`src/rtl/machine_phase_gen.sv`:
```
// ============================================================================
// machine_phase_gen : parametrised one-hot machine-cycle phase generator with
//                     run / single-step / halt control.       Rev 1.0
// ============================================================================
`default_nettype none

module machine_phase_gen #(
  parameter int N_PHASES  = 10,
  parameter int DIV       = 2,
  parameter int ROM_FIRST = 1,
  parameter int ROM_LAST  = 2,
  parameter int RAS_FIRST = 3,
  parameter int RAS_LAST  = 8,
  parameter int COL_PHASE = 5,
  parameter int CNT_W     = 16
) (
  input  logic              xtal_clk,
  input  logic              init_n,
  input  logic              run,
  input  logic              step_req,
  input  logic              halt_req,
  output logic [N_PHASES:1] tn,
  output logic              t_romn,
  output logic              t_RASn,
  output logic              A_stolb,
  output logic              cycle_end,
  output logic              running,
  output logic [CNT_W-1:0]  cycle_cnt
);

  localparam int PW = $clog2(N_PHASES + 1);
  localparam int SW = (DIV > 1) ? $clog2(DIV) : 1;
  localparam logic [PW-1:0] PH_FIRST = PW'(1);
  localparam logic [PW-1:0] PH_LAST  = PW'(N_PHASES);
  localparam logic [SW-1:0] SUB_LAST = SW'(DIV - 1);

  if (N_PHASES < 2 || DIV < 1 || ROM_FIRST > ROM_LAST || RAS_FIRST > RAS_LAST ||
      ROM_FIRST < 1 || ROM_LAST > N_PHASES || RAS_FIRST < 1 || RAS_LAST > N_PHASES ||
      COL_PHASE < 1 || COL_PHASE > N_PHASES) begin : g_bad_params
    $fatal(1, "machine_phase_gen: illegal parameter set");
  end

  typedef enum logic [0:0] {IDLE = 1'b0, ACTIVE = 1'b1} state_t;

  state_t          state, state_nxt;
  logic [PW-1:0]   phase, phase_nxt;
  logic [SW-1:0]   sub, sub_nxt;
  logic            one_shot, one_shot_nxt;
  logic            step_prev;
  logic            cnt_inc;
  logic            step_edge;
  logic            last_tick;
  logic            act_nxt;
  logic [N_PHASES:1] tn_nxt;

  assign step_edge = step_req & ~step_prev;
  assign last_tick = (phase == PH_LAST) && (sub == SUB_LAST);

  always_comb begin
    state_nxt    = state;
    phase_nxt    = phase;
    sub_nxt      = sub;
    one_shot_nxt = one_shot;
    cnt_inc      = 1'b0;
    case (state)
      IDLE: begin
        // run wins over a simultaneous step edge; the edge is simply consumed
        if (!halt_req && run) begin
          state_nxt    = ACTIVE;
          phase_nxt    = PH_FIRST;
          sub_nxt      = '0;
          one_shot_nxt = 1'b0;
        end else if (!halt_req && step_edge) begin
          state_nxt    = ACTIVE;
          phase_nxt    = PH_FIRST;
          sub_nxt      = '0;
          one_shot_nxt = 1'b1;
        end
      end
      ACTIVE: begin
        if (last_tick) begin
          cnt_inc   = 1'b1;
          phase_nxt = PH_FIRST;
          sub_nxt   = '0;
          if (!(run && !halt_req && !one_shot)) begin
            state_nxt    = IDLE;
            one_shot_nxt = 1'b0;
          end
        end else if (sub == SUB_LAST) begin
          phase_nxt = phase + PW'(1);
          sub_nxt   = '0;
        end else begin
          sub_nxt = sub + SW'(1);
        end
      end
      default: state_nxt = IDLE;
    endcase
  end

  assign act_nxt = (state_nxt == ACTIVE);

  for (genvar k = 1; k <= N_PHASES; k++) begin : g_tn
    assign tn_nxt[k] = ~(act_nxt && (phase_nxt == PW'(k)));
  end

  // Strobes are computed from the next-state values so they land on the same edge.
  always_ff @(posedge xtal_clk) begin
    if (!init_n) begin
      state     <= IDLE;
      phase     <= PH_FIRST;
      sub       <= '0;
      one_shot  <= 1'b0;
      step_prev <= 1'b1;
      tn        <= '1;
      t_romn    <= 1'b1;
      t_RASn    <= 1'b1;
      A_stolb   <= 1'b0;
      cycle_end <= 1'b0;
      running   <= 1'b0;
      cycle_cnt <= '0;
    end else begin
      state     <= state_nxt;
      phase     <= phase_nxt;
      sub       <= sub_nxt;
      one_shot  <= one_shot_nxt;
      step_prev <= step_req;
      tn        <= tn_nxt;
      t_romn    <= ~(act_nxt && (phase_nxt >= PW'(ROM_FIRST)) && (phase_nxt <= PW'(ROM_LAST)));
      t_RASn    <= ~(act_nxt && (phase_nxt >= PW'(RAS_FIRST)) && (phase_nxt <= PW'(RAS_LAST)));
      A_stolb   <= act_nxt && (phase_nxt >= PW'(COL_PHASE));
      cycle_end <= act_nxt && (phase_nxt == PH_LAST) && (sub_nxt == SUB_LAST);
      running   <= act_nxt;
      if (cnt_inc) cycle_cnt <= cycle_cnt + CNT_W'(1);
    end
  end

endmodule

`default_nettype wire

```
`config.mk`:
```
export PLATFORM = sky130hd
export DESIGN_NAME = machine_phase_gen
export DESIGN_NICKNAME = d
export VERILOG_FILES = /design/src/rtl/machine_phase_gen.sv
export SDC_FILE = /design/constraint.sdc
export NUM_CORES = 1
export LEC_CHECK = 0
export BUFFER_PORTS_ARGS = -buffer_cell sky130_fd_sc_hd__buf_4
export CORE_MARGIN = 10
export CORE_UTILIZATION = 55
export DETAILED_ROUTE_END_ITERATION = 10
export PLACE_DENSITY = 0.77
export SLEW_MARGIN = 10
export SYNTH_ARGS = -nofsm -noshare
export SYNTH_HDL_FRONTEND = slang
export SYNTH_SLANG_ARGS = --single-unit
```
`constraint.sdc`:
```
create_clock -name xtal_clk -period 5.6 [get_ports xtal_clk]
set_input_delay 1.12 -clock xtal_clk [delete_from_list [all_inputs] [get_ports xtal_clk]]
set_output_delay 1.12 -clock xtal_clk [all_outputs]
set_load 0.02 [all_outputs]
```
[Word-level counts from Yosys, hierarchy flattened]
Cells that the tools add are included.
Storage, ports and cells
  word-level logic and storage cells: 93
  bits in registers: 38
Cells by class
  mux-type cells: 22
  magnitude comparators: 5
  add/sub/neg operators: 3
  equal/unequal tests: 14
  reduce and logical (&&, ||, !) cells: 23
  bitwise logic cells: 15
Operator list (count)
  1-bit logical AND: 20
  16-bit by 1-bit adder with 16-bit output, second input constant: 1
  4-bit by 3-bit == test with 1-bit output, second input constant: 4
  4-bit == test, second input constant: 4
  4-bit 2-to-1 mux: 4
  1-bit 2-to-1 mux: 14
  1-bit NOT: 14
  4-bit by 2-bit == test with 1-bit output, second input constant: 2
  4-bit one-hot mux with 2 select lines: 1
  1-bit one-hot mux with 2 select lines: 3
  4-bit by 1-bit adder with 4-bit output, second input constant: 1
  4-bit by 1-bit == test with 1-bit output, second input constant: 1
  4-bit by 1-bit greater-or-equal comparator with 1-bit output, second input constant: 1
  4-bit by 2-bit greater-or-equal comparator with 1-bit output, second input constant: 1
  4-bit by 3-bit greater-or-equal comparator with 1-bit output, second input constant: 1
  4-bit by 2-bit less-or-equal comparator with 1-bit output, second input constant: 1
  4-bit less-or-equal comparator, second input constant: 1
  3-bit inequality test, second input constant: 1
  3-bit AND reduction: 1
  1-bit logical NOT: 2
  2-bit by 1-bit inequality test with 1-bit output, second input constant: 1
  2-bit inequality test, second input constant: 1
  1-bit adder, second input constant: 1
  1-bit AND: 1

[Depth between registers and ports, before layout]
Gate-level depths: netlist (run 1).
  depth after elaboration: 10
  mapped depth: 9
  depth with buffers taken out: 8

[Least setup slack after synthesis (run 1)]
OpenSTA, ideal clock, no wires.
  path kind: in2reg
  start: in step_req
  end: reg cycle_end
  path slack: 3.159 ns
  path buffers: 1
  stages on the path: 6
  data required time: 5.539 ns
  arrival: 2.379 ns
  path through: nor3b_1 or3_1 buf_2 or3_1 o31ai_2 and4b_1
On the way
  longest elaborated chain between the ends: 8
RTL lines
  from (decl): RTL line 20  | input logic step_req,
  1-bit AND *: RTL line 56  | assign step_edge = step_req & ~step_prev;
  1-bit logical AND *: RTL line 73  | end else if (!halt_req && step_edge) begin
  4-bit 2-to-1 mux: RTL line 73
  4-bit 2-to-1 mux: RTL line 68  | if (!halt_req && run) begin
  4-bit one-hot mux with 2 select lines: RTL line 65  | case (state)
  4-bit == test: RTL line 131  | cycle_end <= act_nxt && (phase_nxt == PH_LAST) && (sub_nxt == SUB_LAST);
  1-bit logical AND: RTL line 131
  1-bit logical AND *: RTL line 131
  to (signal assigned): RTL line 131
  to (decl): RTL line 26  | output logic cycle_end,
Mark *: on every way between the ends. The rest lies on a longest branch, timed or not.
A chain may end at the register's enable or synchronous reset.

==> impl_metrics.yaml, run 1 <==
run_status:
  status: "finished, final reports clean"
synthesis:
  synth_area_leaders: "dfxtp_1, xor2_1, and2_1"
  synth-async-reset-ratio: 0
  synth_ff_type: "dfxtp_1"
  syn_avg_cell_area_um2: 9.20
  synth_edf_count: 0
  synthesis.area_um2: 1750
  yosysTopAreaCell: "dfxtp_1"
  synthCells: 190
  seq_area_frac_synth: 0.435
  ys_ff_latch: 38
  synth_top_area_frac: 0.435
  ys_types: 41
  yosys_warnings: 0
  synthesis.nets: 198
global_route:
  gr-total-overflow: 0
  grt_pass1_wl_um: 6740
  antenna_found_initial: 0
  track_usage: 0.138
  grt_max_degree: 25
  grt_pass1_vias: 1434
cells_and_area:
  layout.nets: 233
  syn_to_final_growth_pct: 20.3
  layout_commonest_cell: "dfxtp_1"
  final_cell_mix: "dfxtp_1, buf_4, nand2_1, and2_1, o21ai_0"
  antenna_cells: 0
  drive_gt1_frac: 0.236
clocking:
  cts.clk_slew.worst_paths_ns: 0.10
  numCtsBuffers: 5
  cts-root-buf: "clkbuf_4"
  worstSkewPairLatency_ns: 0.33
  htree_num_levels: 2
  tritoncts: "done"
  post_cts_resized: 0
  cts_max_path_buffers: 2
  clkSinkCount: 38
  postCtsHoldBufs: 0
  post_cts.repair.setup_buffers: 0
routing:
  viasPerCell: 5.47
  postRouteAntennaNets: 0
  post_drt_wl_per_cell_um: 14.5
  drt_iter0_markers: 83
  totalWireLength_um: 3900
  remaining_drc_errors: 0
  vias: 1472
  first_pass_iters: 4
floorplan:
  die_w_um: 76.4
  die_area_um2: 5830
  start_util: 0.573
  pin_count: 36
  rows: 20
  dieHeight_um: 76.4
  coreArea_um2: 3050
sta:
  finClkSkew_ns: 0.00794
  finalMaxSlewViolations: 0
  max_freq_mhz: 409
  setup_tns_ns: 0
  whs_ns: 0.511
  setup_viol: 0
  relSlewSlack: 0.580
  hold_viol: 0
  rsz0062_at_grt: "false"
  timing.final.crit_period_ns: 2.45
  fin_crit_sh: 0.437
  worst_slew_pin_slew_ns: 0.629
job:
  maxCapViolCount: 0
critical_path:
  worstSetupEndpoint: "running"
  cp_top_family: "flip-flops"
  cp.depth: 1
  startpoint: "state"
  crit_path_end_kind: "output port"
  reg2reg_slack_ns: 3.49
  slowest_delay_ns: 0.74
  cp.required_ns: 4.48
  timing.rr.end: "t_RASn"
  cp_num_buf_inv: 1
  critPathKind: "register to output port"
  startpoint_type: "register"
  cp_data_arrival_time_ns: 1.33
  timing.rr.start: "sub"
  crit_fanout: 17
  rr_worst_depth: 6
  critical_path.slowest_cell: "dfxtp_1"
  worstPathCellList: "buf_4"
placement:
  dpl.hpwl_um: 2940
  io_buffers: 35
  routabilityCongestion: 0.892
power:
  p_leak_nw: 0.880
  powerDensity_nw_per_um2: 239
  power.total_mw: 0.501
  max-vdd-ir-drop_uv: 129
worst_hold_path:
  min-delay-path-class: "register to register"
==> metrics by stage <==
stage | worst slack [ns] | std cells | util | cell area (um^2)
floorplan | 3.16 | 190 | - | 1750
global placement | 2.94 | 262 | 0.662 | 2020
detailed placement | 2.91 | 262 | 0.662 | 2020
CTS | 3.15 | 269 | 0.689 | 2100
global route | 3.04 | 269 | 0.689 | 2100
finish | 3.15 | 269 | 0.689 | 2100
==> power breakdown <==
part,switching [mW],internal [mW],leakage (nW)
Sequential,0.00611,0.274,0.308
Combinational,0.0199,0.0139,0.528
Clock,0.0833,0.104,0.0443
==> worst reg2reg max path: stages (launching register included) <==
cell and delay (ns):
dfxtp_1 0.57, and4b_1 0.51, nand2_2 0.18, o211ai_4 0.30, inv_1 0.13, and3_1 0.19
a32oi_1 0.16
==> layer usage <==
layer,global-route usage,vias up,wire length (um),part of all wire
li1,-,727,-,-
met1,0.156,675,1690,0.43
met2,0.226,58,1890,0.48
met3,0.0507,12,243,0.062
met4,0.0595,0,80,0.020
met5,0,-,0,0
==> cells in the mapped netlist, types with 2 or more instances <==
library cell and n:
a21boi_0 8, xor2_1 8, o21ai_0 10, nor3b_1 2, dfxtp_1 38, nor2b_1 8
a32oi_1 2, inv_1 6, buf_2 3, buf_6 2, ha_1 3, nand4_1 2
xnor2_1 4, nand4_2 2, nand3b_1 2, and2_1 11, a21oi_1 5, nand2b_1 5
nand2_1 17, and4b_1 2, clkbuf_1 2, o22ai_1 2, and3_1 4, nor3_1 8
or3_1 8, a21oi_2 2, nor2_1 6, nand3_1 5
==> layout make-up <==
type | instances | area, um^2
multi-input combinational | 139 | 920
clock buffer | 6 | 51.3
inverter | 6 | 22.5
fill | 253 | 951
tap | 44 | 55.1
timing repair buffer | 35 | 263
clock inverter | 1 | 30.0
sequential | 38 | 761
==> flip-flops by register name, indices dropped and copies added, names as in the netlist <==
signal,cells
cycle_end,1
cycle_cnt,16
tn,10
t_romn,1
A_stolb,1
state,1
phase,4
sub,1
one_shot,1
t_RASn,1
step_prev,1
==> how the worst min path moves through the flow <==
stage,from,to,slack (ns),cells past startpoint
6_report,one_shot,one_shot,0.51,2
5_1_grt,cycle_cnt[9],cycle_cnt[9],0.56,2
4_1_cts,one_shot,one_shot,0.51,2
3_5_place_dp,one_shot,one_shot,0.49,2
3_3_place_gp,one_shot,one_shot,0.47,2
2_1_floorplan,one_shot,one_shot,0.44,2
==> kinds of logic after synthesis <==
kind of cell               after synthesis  share of synthesized area
AOI/OAI and AO/OA                       37                      0.153
DFF                                     38                      0.435
adders and majority gates                3                     0.0215
xor gates and xnor gates                12                     0.0601
muxes                                    1                    0.00573
buffers and inverters                   13                     0.0387
and+or+nand+nor                         86                      0.286
No activity file was read; power rests on OpenSTA's default activity.
==> inputs of run 2 (changes only) <==
--- a/config.mk
+++ b/config.mk
@@ -7,9 +7,9 @@
 export LEC_CHECK = 0
 export BUFFER_PORTS_ARGS = -buffer_cell sky130_fd_sc_hd__buf_4
 export CORE_MARGIN = 10
-export CORE_UTILIZATION = 55
+export CORE_UTILIZATION = 48
 export DETAILED_ROUTE_END_ITERATION = 10
-export PLACE_DENSITY = 0.77
+export PLACE_DENSITY = 0.71
 export SLEW_MARGIN = 10
 export SYNTH_ARGS = -nofsm -noshare
 export SYNTH_HDL_FRONTEND = slang
==> constraint.sdc (replaced) <==
create_clock -name xtal_clk -period 2.14 [get_ports xtal_clk]
set_input_delay 0.428 -clock xtal_clk [delete_from_list [all_inputs] [get_ports xtal_clk]]
set_output_delay 0.428 -clock xtal_clk [all_outputs]
set_load 0.02 [all_outputs]
==> impl_metrics.yaml, run 2 (synthesis results as in run 1) <==
cells_and_area:
  regMostFlops: "cycle_cnt"
  finalInstanceArea_um2: 2110
  syn_to_final_growth_pct: 20.8
  fillers: 315
  final_cell_mix: "buf_4, dfxtp_1, nand2_1, and2_1, o21ai_0"
  drive_gt1_frac: 0.258
  largest_register_ffs: 16
  antenna_cells: 0
  layoutNonFillerInstCount: 275
  layout.nets: 237
  layout_commonest_cell: "buf_4"
  largestRegisters: "cycle_cnt (16), tn (10), phase (4)"
placement:
  dp.cells: 268
  placed_cell_area_um2: 2050
  io_buffers: 35
  routabilityCongestion: 0.881
  dpl.hpwl_um: 3040
job:
  maxCapViolCount: 0
floorplan:
  die_w_um: 80.3
  rows: 21
  start_util: 0.512
  die_area_um2: 6460
  dieHeight_um: 80.3
  coreArea_um2: 3420
  pin_count: 36
routing:
  vias: 1470
  post_drt_wl_per_cell_um: 14.4
  viasPerCell: 5.35
  remaining_drc_errors: 0
  postRouteAntennaNets: 0
  totalWireLength_um: 3960
  first_pass_iters: 5
  drt_iter0_markers: 75
critical_path:
  startpoint_type: "register"
  critPathKind: "register to register"
  crit_path_end_kind: "register"
  cp_data_arrival_time_ns: 2.26
  reg2reg_slack_ns: 0.15
  crit_fanout: 9
  cp.required_ns: 2.41
sta:
  worst_slew_pin_slew_ns: 0.487
  rsz0062_at_grt: "false"
  setup_viol: 0
  whs_ns: 0.294
  finalMaxSlewViolations: 0
  fin_crit_sh: 0.929
  setup_tns_ns: 0
  max_freq_mhz: 503
  timing.final.crit_period_ns: 1.99
  finClkSkew_ns: 0.0148
  relSlewSlack: 0.675
  hold_viol: 0
power:
  power.total_mw: 1.17
  max-vdd-ir-drop_uv: 381
  powerDensity_nw_per_um2: 552
  p_leak_nw: 0.887
clocking:
  cts_max_path_buffers: 2
  clkSinkCount: 38
  cts-root-buf: "clkbuf_4"
  cts.clk_slew.worst_paths_ns: 0.11
  htree_num_levels: 2
  post_cts_resized: 0
  tritoncts: "done"
  postCtsHoldBufs: 0
  post_cts.repair.setup_buffers: 0
  worstSkewPairLatency_ns: 0.34
  numCtsBuffers: 5
global_route:
  grt_max_degree: 25
  gr-total-overflow: 0
  antenna_found_initial: 0
  track_usage: 0.128
  grt_pass1_wl_um: 6660
  grt_pass1_vias: 1405
run_status:
  status: "finished, final reports clean"
worst_hold_path:
  min-delay-path-class: "primary input to register"
run 2: cell types whose count changed in the layout (fill, tap and decap cells not counted):
cell / previous run / this run
buf_4: 35 / 39
clkinv_2: 0 / 2
and4b_1: 2 / 1
and4b_2: 0 / 1
bufinv_16: 1 / 0
clkbuf_8: 1 / 0
dfxtp_1: 38 / 37
dfxtp_2: 0 / 1
o31ai_2: 1 / 0
o31ai_4: 0 / 1
run 2: per-stage QoR:
step                setup slack [ns]   util
floorplan                      0.274      -
global placement              0.0298  0.601
detailed placement            0.0766  0.601
CTS                           0.0365  0.615
global route                  0.0298  0.618
finish                         0.151  0.618
run 2: where the power goes:
| part | total [mW] | switching (mW) | leakage [nW] | internal (mW) |
|---|---|---|---|---|
| combinational | 0.102 | 0.0596 | 0.548 | 0.0423 |
| clock | 0.335 | 0.217 | 0.0308 | 0.118 |
| sequential | 0.729 | 0.0107 | 0.307 | 0.718 |
| total | 1.17 | 0.287 | 0.887 | 0.878 |
run 2: final timing paths:
check        startpoint         to  cells after the start
max            phase[0]    A_stolb                      7
min            step_req  step_prev                      2
max reg2reg    phase[0]    A_stolb                      7
min reg2reg    one_shot   one_shot                      2
run 2: worst max-delay path, cell delays in order, from the launching register on:
cell      delay, ns
dfxtp_2        0.40
inv_1          0.08
ha_1           0.21
and4b_2        0.32
nand2b_4       0.20
or3_1          0.36
a22o_1         0.22
a21oi_2        0.13
run 2: metal layers:
metal,vias to the layer above,GRT usage,wire length (um)
met2,41,0.211,1900
met5,-,0,0
met1,680,0.146,1750
met4,0,0.0511,40
met3,5,0.0457,268
li1,744,-,-
run 2: final cells by class:
class | count | area, um^2 | area share
clock inverters | 2 | 10.0 | 0.00474
inverters | 6 | 22.5 | 0.0107
flip-flops and latches | 38 | 762 | 0.361
clock buffers | 5 | 37.5 | 0.0178
multi-input cells | 139 | 930 | 0.440
repair buffers | 39 | 293 | 0.139
well taps | 46 | 57.6 | 0.0273
